<file path="src/rtl/ccd_pixel_packer_if.sv">
// Signal bundle between the frame controller / AD9826 capture side, the packer
// and the tx_fifo write port. The packer connects through the slave modport.
interface ccd_pixel_packer_if;
   logic        start;
   logic [11:0] n_cols;
   logic [11:0] n_rows;
   logic [7:0]  ad_data;
   logic        ad_hi_valid;
   logic        ad_lo_valid;
   logic [7:0]  tx_fifo_wdata;
   logic        tx_fifo_winc;
   logic        tx_fifo_wfull;
   logic        busy;
   logic        frame_done;
   logic        overflow;

   modport master (
      output start, n_cols, n_rows, ad_data, ad_hi_valid, ad_lo_valid, tx_fifo_wfull,
      input  tx_fifo_wdata, tx_fifo_winc, busy, frame_done, overflow
   );

   modport slave (
      input  start, n_cols, n_rows, ad_data, ad_hi_valid, ad_lo_valid, tx_fifo_wfull,
      output tx_fifo_wdata, tx_fifo_winc, busy, frame_done, overflow
   );
endinterface

</file>
<file path="src/rtl/ccd_pixel_packer.sv">
// Packs AD9826 hi/lo byte pairs into a framed byte stream for tx_fifo:
// A5 5A, pixel bytes (high first), 5A A5, dropped-pixel count.
module ccd_pixel_packer #(
   parameter int unsigned DEPTH = 4
) (
   input  logic               clk,
   input  logic               rst_n,
   ccd_pixel_packer_if.slave  bus
);

   localparam int unsigned    AW       = $clog2(DEPTH);
   localparam logic [AW:0]    FULL_CNT = (AW + 1)'(DEPTH);
   localparam logic [AW:0]    PTR_ONE  = (AW + 1)'(1);
   localparam logic [AW:0]    PTR_ZERO = (AW + 1)'(0);

   typedef enum logic [2:0] {
      IDLE = 3'd0,
      HDR0 = 3'd1,
      HDR1 = 3'd2,
      PIX  = 3'd3,
      TRL0 = 3'd4,
      TRL1 = 3'd5,
      TRL2 = 3'd6,
      DONE = 3'd7
   } state_t;

   state_t       state_q;
   logic [23:0]  total_q;
   logic [23:0]  rx_cnt_q;
   logic [7:0]   drop_cnt_q;
   logic [7:0]   drop_cnt_d;
   logic [7:0]   hi_q;
   logic         hi_seen_q;
   logic         lo_phase_q;
   logic [AW:0]  wr_ptr_q;
   logic [AW:0]  rd_ptr_q;
   logic [15:0]  mem_q [DEPTH];
   logic [7:0]   wdata_q;
   logic         winc_q;
   logic         busy_q;
   logic         frame_done_q;
   logic         overflow_q;

   logic [AW:0]  count_s;
   logic         empty_s;
   logic         full_s;
   logic [15:0]  head_s;
   logic         wr_ok_s;
   logic         cap_en_s;
   logic         hi_load_s;
   logic         pix_done_s;
   logic         pop_s;
   logic         push_s;
   logic         drop_s;

   // Buffer status, write permission, pixel capture and push/pop/drop decisions.
   always_comb begin
      count_s  = wr_ptr_q - rd_ptr_q;
      empty_s  = (count_s == PTR_ZERO);
      full_s   = (count_s == FULL_CNT);
      head_s   = mem_q[rd_ptr_q[AW-1:0]];
      // winc_q high means a byte went out this cycle, so the next slot is a gap.
      wr_ok_s  = ~winc_q & ~bus.tx_fifo_wfull;
      cap_en_s = (state_q == PIX) && (rx_cnt_q < total_q);
      if (cap_en_s && !(bus.ad_hi_valid && bus.ad_lo_valid)) begin
         hi_load_s  = bus.ad_hi_valid;
         pix_done_s = bus.ad_lo_valid & hi_seen_q;
      end else begin
         hi_load_s  = 1'b0;
         pix_done_s = 1'b0;
      end
      pop_s  = (state_q == PIX) & wr_ok_s & ~empty_s & lo_phase_q;
      push_s = pix_done_s & (~full_s | pop_s);
      drop_s = pix_done_s & full_s & ~pop_s;
      if (drop_s && (drop_cnt_q != 8'hFF)) begin
         drop_cnt_d = drop_cnt_q + 8'd1;
      end else begin
         drop_cnt_d = drop_cnt_q;
      end
   end

   // Pixel skid-buffer storage; contents are qualified by the pointers.
   always_ff @(posedge clk) begin
      if (push_s) begin
         mem_q[wr_ptr_q[AW-1:0]] <= {hi_q, bus.ad_data};
      end
   end

   // Frame FSM with registered tx_fifo write port, status outputs and counters.
   always_ff @(posedge clk) begin
      if (!rst_n) begin
         state_q      <= IDLE;
         total_q      <= 24'd0;
         rx_cnt_q     <= 24'd0;
         drop_cnt_q   <= 8'd0;
         hi_q         <= 8'd0;
         hi_seen_q    <= 1'b0;
         lo_phase_q   <= 1'b0;
         wr_ptr_q     <= PTR_ZERO;
         rd_ptr_q     <= PTR_ZERO;
         wdata_q      <= 8'h00;
         winc_q       <= 1'b0;
         busy_q       <= 1'b0;
         frame_done_q <= 1'b0;
         overflow_q   <= 1'b0;
      end else begin
         winc_q     <= 1'b0;
         drop_cnt_q <= drop_cnt_d;
         if (hi_load_s) begin
            hi_q      <= bus.ad_data;
            hi_seen_q <= 1'b1;
         end else if (pix_done_s) begin
            hi_seen_q <= 1'b0;
         end
         if (pix_done_s) begin
            rx_cnt_q <= rx_cnt_q + 24'd1;
         end
         if (push_s) begin
            wr_ptr_q <= wr_ptr_q + PTR_ONE;
         end
         if (pop_s) begin
            rd_ptr_q <= rd_ptr_q + PTR_ONE;
         end
         if (drop_s) begin
            overflow_q <= 1'b1;
         end

         case (state_q)
            IDLE: begin
               if (bus.start) begin
                  total_q    <= 24'(bus.n_cols) * 24'(bus.n_rows);
                  rx_cnt_q   <= 24'd0;
                  drop_cnt_q <= 8'd0;
                  overflow_q <= 1'b0;
                  hi_seen_q  <= 1'b0;
                  lo_phase_q <= 1'b0;
                  wr_ptr_q   <= PTR_ZERO;
                  rd_ptr_q   <= PTR_ZERO;
                  busy_q     <= 1'b1;
                  state_q    <= HDR0;
               end
            end
            HDR0: begin
               if (wr_ok_s) begin
                  winc_q  <= 1'b1;
                  wdata_q <= 8'hA5;
                  state_q <= HDR1;
               end
            end
            HDR1: begin
               if (wr_ok_s) begin
                  winc_q  <= 1'b1;
                  wdata_q <= 8'h5A;
                  state_q <= (total_q == 24'd0) ? TRL0 : PIX;
               end
            end
            PIX: begin
               if (wr_ok_s && !empty_s) begin
                  winc_q <= 1'b1;
                  if (!lo_phase_q) begin
                     wdata_q    <= head_s[15:8];
                     lo_phase_q <= 1'b1;
                  end else begin
                     wdata_q    <= head_s[7:0];
                     lo_phase_q <= 1'b0;
                  end
               end else if ((rx_cnt_q == total_q) && empty_s && !lo_phase_q) begin
                  state_q <= TRL0;
               end
            end
            TRL0: begin
               if (wr_ok_s) begin
                  winc_q  <= 1'b1;
                  wdata_q <= 8'h5A;
                  state_q <= TRL1;
               end
            end
            TRL1: begin
               if (wr_ok_s) begin
                  winc_q  <= 1'b1;
                  wdata_q <= 8'hA5;
                  state_q <= TRL2;
               end
            end
            TRL2: begin
               if (wr_ok_s) begin
                  winc_q  <= 1'b1;
                  wdata_q <= drop_cnt_q;
                  state_q <= DONE;
               end
            end
            DONE: begin
               // First DONE cycle carries the last winc; the pulse follows it.
               if (!frame_done_q) begin
                  frame_done_q <= 1'b1;
               end else begin
                  frame_done_q <= 1'b0;
                  busy_q       <= 1'b0;
                  state_q      <= IDLE;
               end
            end
            default: begin
               state_q      <= IDLE;
               busy_q       <= 1'b0;
               frame_done_q <= 1'b0;
            end
         endcase
      end
   end

   assign bus.tx_fifo_wdata = wdata_q;
   assign bus.tx_fifo_winc  = winc_q;
   assign bus.busy          = busy_q;
   assign bus.frame_done    = frame_done_q;
   assign bus.overflow      = overflow_q;

endmodule

</file>
<file path="src/flat_wrapper.sv">
// flat-port wrapper written by rule: the top's interface ports become plain ports
module ccd_pixel_packer_flat 
#(
   parameter int unsigned DEPTH = 4
)
  (clk, rst_n, bus_start, bus_n_cols, bus_n_rows, bus_ad_data, bus_ad_hi_valid, bus_ad_lo_valid, bus_tx_fifo_wfull, bus_tx_fifo_wdata, bus_tx_fifo_winc, bus_busy, bus_frame_done, bus_overflow);
  ccd_pixel_packer_if bus_i ();
  input  logic clk;
  input  logic rst_n;
  input wire logic [$bits(bus_i.start)-1:0] bus_start;
  input wire logic [$bits(bus_i.n_cols)-1:0] bus_n_cols;
  input wire logic [$bits(bus_i.n_rows)-1:0] bus_n_rows;
  input wire logic [$bits(bus_i.ad_data)-1:0] bus_ad_data;
  input wire logic [$bits(bus_i.ad_hi_valid)-1:0] bus_ad_hi_valid;
  input wire logic [$bits(bus_i.ad_lo_valid)-1:0] bus_ad_lo_valid;
  input wire logic [$bits(bus_i.tx_fifo_wfull)-1:0] bus_tx_fifo_wfull;
  output wire logic [$bits(bus_i.tx_fifo_wdata)-1:0] bus_tx_fifo_wdata;
  output wire logic [$bits(bus_i.tx_fifo_winc)-1:0] bus_tx_fifo_winc;
  output wire logic [$bits(bus_i.busy)-1:0] bus_busy;
  output wire logic [$bits(bus_i.frame_done)-1:0] bus_frame_done;
  output wire logic [$bits(bus_i.overflow)-1:0] bus_overflow;
  assign bus_i.start = bus_start;
  assign bus_i.n_cols = bus_n_cols;
  assign bus_i.n_rows = bus_n_rows;
  assign bus_i.ad_data = bus_ad_data;
  assign bus_i.ad_hi_valid = bus_ad_hi_valid;
  assign bus_i.ad_lo_valid = bus_ad_lo_valid;
  assign bus_i.tx_fifo_wfull = bus_tx_fifo_wfull;
  assign bus_tx_fifo_wdata = bus_i.tx_fifo_wdata;
  assign bus_tx_fifo_winc = bus_i.tx_fifo_winc;
  assign bus_busy = bus_i.busy;
  assign bus_frame_done = bus_i.frame_done;
  assign bus_overflow = bus_i.overflow;
  ccd_pixel_packer #(.DEPTH(DEPTH)) u_core (.clk(clk), .rst_n(rst_n), .bus(bus_i));
endmodule
</file>
<file path="config.mk">
export PLATFORM = sky130hd
export DESIGN_NAME = ccd_pixel_packer_flat
export DESIGN_NICKNAME = d
export VERILOG_FILES = /design/src/rtl/ccd_pixel_packer_if.sv /design/src/rtl/ccd_pixel_packer.sv /design/src/flat_wrapper.sv
export SDC_FILE = /design/constraint.sdc
export NUM_CORES = 1
export LEC_CHECK = 0
export CAP_MARGIN = 20
export CORE_AREA = 3 3 200 202
export DETAILED_ROUTE_END_ITERATION = 16
export DIE_AREA = 0 0 203 205
export GPL_TIMING_DRIVEN = 0
export SLEW_MARGIN = 10
export SYNTH_ARGS = -nofsm -noshare
export SYNTH_HDL_FRONTEND = slang
export SYNTH_SLANG_ARGS = --single-unit
</file>
<file path="constraint.sdc">
create_clock -name clk -period 7.51 [get_ports clk]
set_input_delay 2.253 -clock clk [delete_from_list [all_inputs] [get_ports clk]]
set_output_delay 2.253 -clock clk [all_outputs]
set_load 0.01 [all_outputs]
</file>
==> results.json <==
{
  "status": "finished clean",
  "min_period_ns": 7.27,
  "layout.nets": 1493,
  "intPower_mw": 2.23,
  "io_buffers": 48,
  "preCtsSetupSlack_ns": -1.00,
  "p_sw_mw": 1.58,
  "p_comb_share_pct": 53.0,
  "cp-end-kind": "flop",
  "seq_area_frac_synth_pct": 31.9,
  "final-setup-viol-count": 0,
  "critPathKind": "in2reg",
  "antenna_found_initial": 0,
  "routabilityCongestion": 0.831,
  "clk_pin_slew_ns": 0.07,
  "cts_made_buffers": 17,
  "yosysTopAreaCell": "fa_1",
  "final_area_um2": 13400,
  "cp_data_arrival_time_ns": 7.55,
  "postSynthCellCount": 1188,
  "syn_to_final_growth_pct": 17.0,
  "maxCapViolCount": 0,
  "placedCellCount": 1754,
  "drc": 0,
  "finalNonFillerCells": 1791,
  "synth_top_area_share_pct": 17.4,
  "rsz0062_at_grt": "true",
  "setup_tns_ns": 0,
  "final.setup_skew_ns": 0.0123,
  "clock_sinks": 151,
  "synth_flop_cell": "dfxtp_1",
  "vias": 8394,
  "start_kind": "primary input",
  "power_density_nw_per_um2": 283,
  "ys_warn_count": 0,
  "track_usage_pct": 13.1,
  "fin_hold_ws_ns": 0.464,
  "ys_async_sr_fraction_pct": 0,
  "crit_required_ns": 7.79,
  "grt_max_degree": 19,
  "first_iter_violations": 486,
  "n_fill_cell": 3897,
  "fp.dieW_um": 203,
  "ir_worst_vdd_mv": 0.200,
  "root_buffer": "clkbuf_16",
  "synth_edf_count": 64,
  "p_total_mw": 3.81,
  "reg2reg_slack_ns": 3.71,
  "antenna_cells": 0,
  "core_um2": 38500,
  "ys_types": 47,
  "hold_buffers": 0,
  "worst_pin_slew_ns": 0.952,
  "swShare_pct": 41.5,
  "crit_fanout": 7,
  "via_per_inst": 4.69,
  "final_util_pct": 35.0,
  "first_pass_iters": 4,
  "htreeDepth": 4,
  "grt_pass1_wl_um": 44100,
  "synth.avg_cell_area_um2": 9.68,
  "grt_pass1_vias": 8475,
  "hp-class": "reg2reg",
  "overflow": 0,
  "antenna_left": 0,
  "ys_ff_latch": 151,
  "slew_viol_final": 0,
  "hold_viol": 0,
  "ctsLongestPathBuffers": 2,
  "row_count": 72,
  "clk_latency_ns": 0.42,
  "die_y_um": 205,
  "pin_count": 50,
  "finalWirelength_um": 26700,
  "p_leak_nw": 5.72,
  "max_slew_margin_pct": 36.5,
  "finalCritPeriodShare_pct": 96.8,
  "power_frac_clock_pct": 22.3,
  "synth_area_um2": 11500,
  "sequentialPowerShare_pct": 24.7,
  "dpl_cell_area_um2": 12600,
  "drive_gt1_share_pct": 7.46,
  "synth_area_leaders": "fa_1 17%, edfxtp_1 17%, dfxtp_1 15%, ha_1 10%, inv_1 5.6%",
  "fmax_mhz": 138,
  "routedWlPerCell_um": 14.9,
  "start_util_pct": 29.9,
  "synth.net_count": 1421,
  "cts_tree": "done",
  "die_area_um2": 41600,
  "finalWorstSetupSlack_ns": 0.243,
  "dp_hpwl_um": 21100
}
cell families (layout without fill, tap and decap cells):
logic type	after synthesis	after routing	share of synthesized area [%]
AND/OR/NAND/NOR	380	380	16.6
multiplexers	34	34	4.76
flip-flops	151	151	31.9
adder cells (fa/ha/maj)	195	195	27.8
AO/OA/AOI/OAI	159	159	8.35
XOR/XNOR	41	41	3.12
buffers and inverters	228	313	7.51
placed cells by master (no fill, tap or decap), types with 9 or more instances in the layout:
master / n
edfxtp_1: 64
clkbuf_1: 27
nor3_1: 10
fa_1: 100
mux4_2: 16
and2_1: 78
clkdlybuf4s50_1: 42
dfxtp_1: 87
clkbuf_16: 17
xnor2_1: 18
o22ai_1: 9
nor2_1: 45
xor2_1: 23
or3_1: 16
nor2b_1: 17
a21oi_1: 51
ha_1: 95
o21ai_0: 44
inv_1: 172
mux2i_1: 13
nand3_1: 28
nand4_1: 18
nand2_1: 136
buf_4: 10
final cells by class:
cell class,count,area [um2],area share (%)
multi-input cells,809,7010,52.1
well taps,518,648,4.82
flip-flops and latches,151,3660,27.2
clock buffers,17,425,3.16
inverters,172,646,4.80
repair buffers,53,533,3.96
plain buffers,56,339,2.52
clock inverters,15,183,1.36
critical path, stage by stage:
cell and delay (ns):
clkdlybuf4s50_1 0.50, buf_6 0.14, nand2_1 0.07, fa_1 0.46
fa_1 0.53, fa_1 0.54, inv_1 0.06, fa_1 0.48
inv_1 0.06, fa_1 0.53, inv_1 0.04, ha_1 0.22
or3_1 0.39, or2_2 0.32, o22ai_4 0.18, o31ai_4 0.11
o311ai_2 0.28, a22oi_1 0.15, xnor2_1 0.15, o22ai_1 0.08
power groups by stage:
stage	registers (mW)	logic, mW	clock network [mW]
final	0.943	2.02	0.849
after global routing	0.950	2.33	0.902
after CTS	0.943	2.00	0.867
after detailed placement	0.962	1.92	0
after global placement	0.961	1.90	0
after floorplan	0.956	1.48	0
layer usage:
metal	wire length [um]	vias up	GRT usage, %
met2	13000	154	22.9
met1	12500	4128	17.5
li1	-	4085	-
met3	811	27	1.29
met5	0	-	0
met4	459	0	3.39
worst paths after layout:
kind,depth (start not counted),startpoint,end
max,20,bus_n_cols[5],u_core.total_q[23]$_SDFFE_PN0P_
min,2,u_core.hi_seen_q$_SDFF_PN0_,u_core.hi_seen_q$_SDFF_PN0_
max reg2reg,10,u_core.rd_ptr_q[1]$_SDFF_PN0_,u_core.mem_q[0][14]$_DFFE_PP_
min reg2reg,2,u_core.hi_seen_q$_SDFF_PN0_,u_core.hi_seen_q$_SDFF_PN0_
cells in the mapped netlist (4+ instances only):
| library cell | count |
|---|---|
| a21oi_1 | 51 |
| clkbuf_1 | 49 |
| a22oi_1 | 6 |
| xor2_1 | 23 |
| o211ai_1 | 4 |
| nor3_1 | 10 |
| o31ai_1 | 5 |
| o22ai_1 | 10 |
| a21o_1 | 8 |
| a21boi_0 | 9 |
| o211a_1 | 5 |
| ha_1 | 95 |
| nand2b_1 | 4 |
| a211oi_1 | 5 |
| nand2_1 | 136 |
| mux2_2 | 5 |
| nand4_1 | 18 |
| and3_1 | 8 |
| edfxtp_1 | 64 |
| mux2i_1 | 13 |
| nor2b_1 | 17 |
| o21ai_0 | 44 |
| fa_1 | 100 |
| or3_1 | 16 |
| nand3_1 | 28 |
| o21a_1 | 7 |
| nor4_1 | 6 |
| and2_1 | 78 |
| mux4_2 | 16 |
| inv_1 | 172 |
| nor2_1 | 45 |
| dfxtp_1 | 87 |
| buf_2 | 6 |
| xnor2_1 | 18 |
flip-flops by register name, summed over array words and instances, names as in the netlist:
| name | flops |
|---|---|
| u_core.bus.tx_fifo_wdata | 8 |
| u_core.drop_cnt_q | 8 |
| u_core.bus.busy | 1 |
| u_core.wr_ptr_q | 3 |
| u_core.bus.frame_done | 1 |
| u_core.hi_q | 8 |
| u_core.mem_q | 64 |
| u_core.bus.overflow | 1 |
| u_core.rx_cnt_q | 24 |
| u_core.hi_seen_q | 1 |
| u_core.state_q | 3 |
| u_core.bus.tx_fifo_winc | 1 |
| u_core.total_q | 24 |
| u_core.rd_ptr_q | 3 |
| u_core.lo_phase_q | 1 |
what timing repair did:
item,CTS,global route
pin swaps,2,5
buffers inserted,0,5
gates resized for setup,35,54
cloned,0,0
endpoints found under the setup margin,5,5
Power figures use the tool's default switching activity.
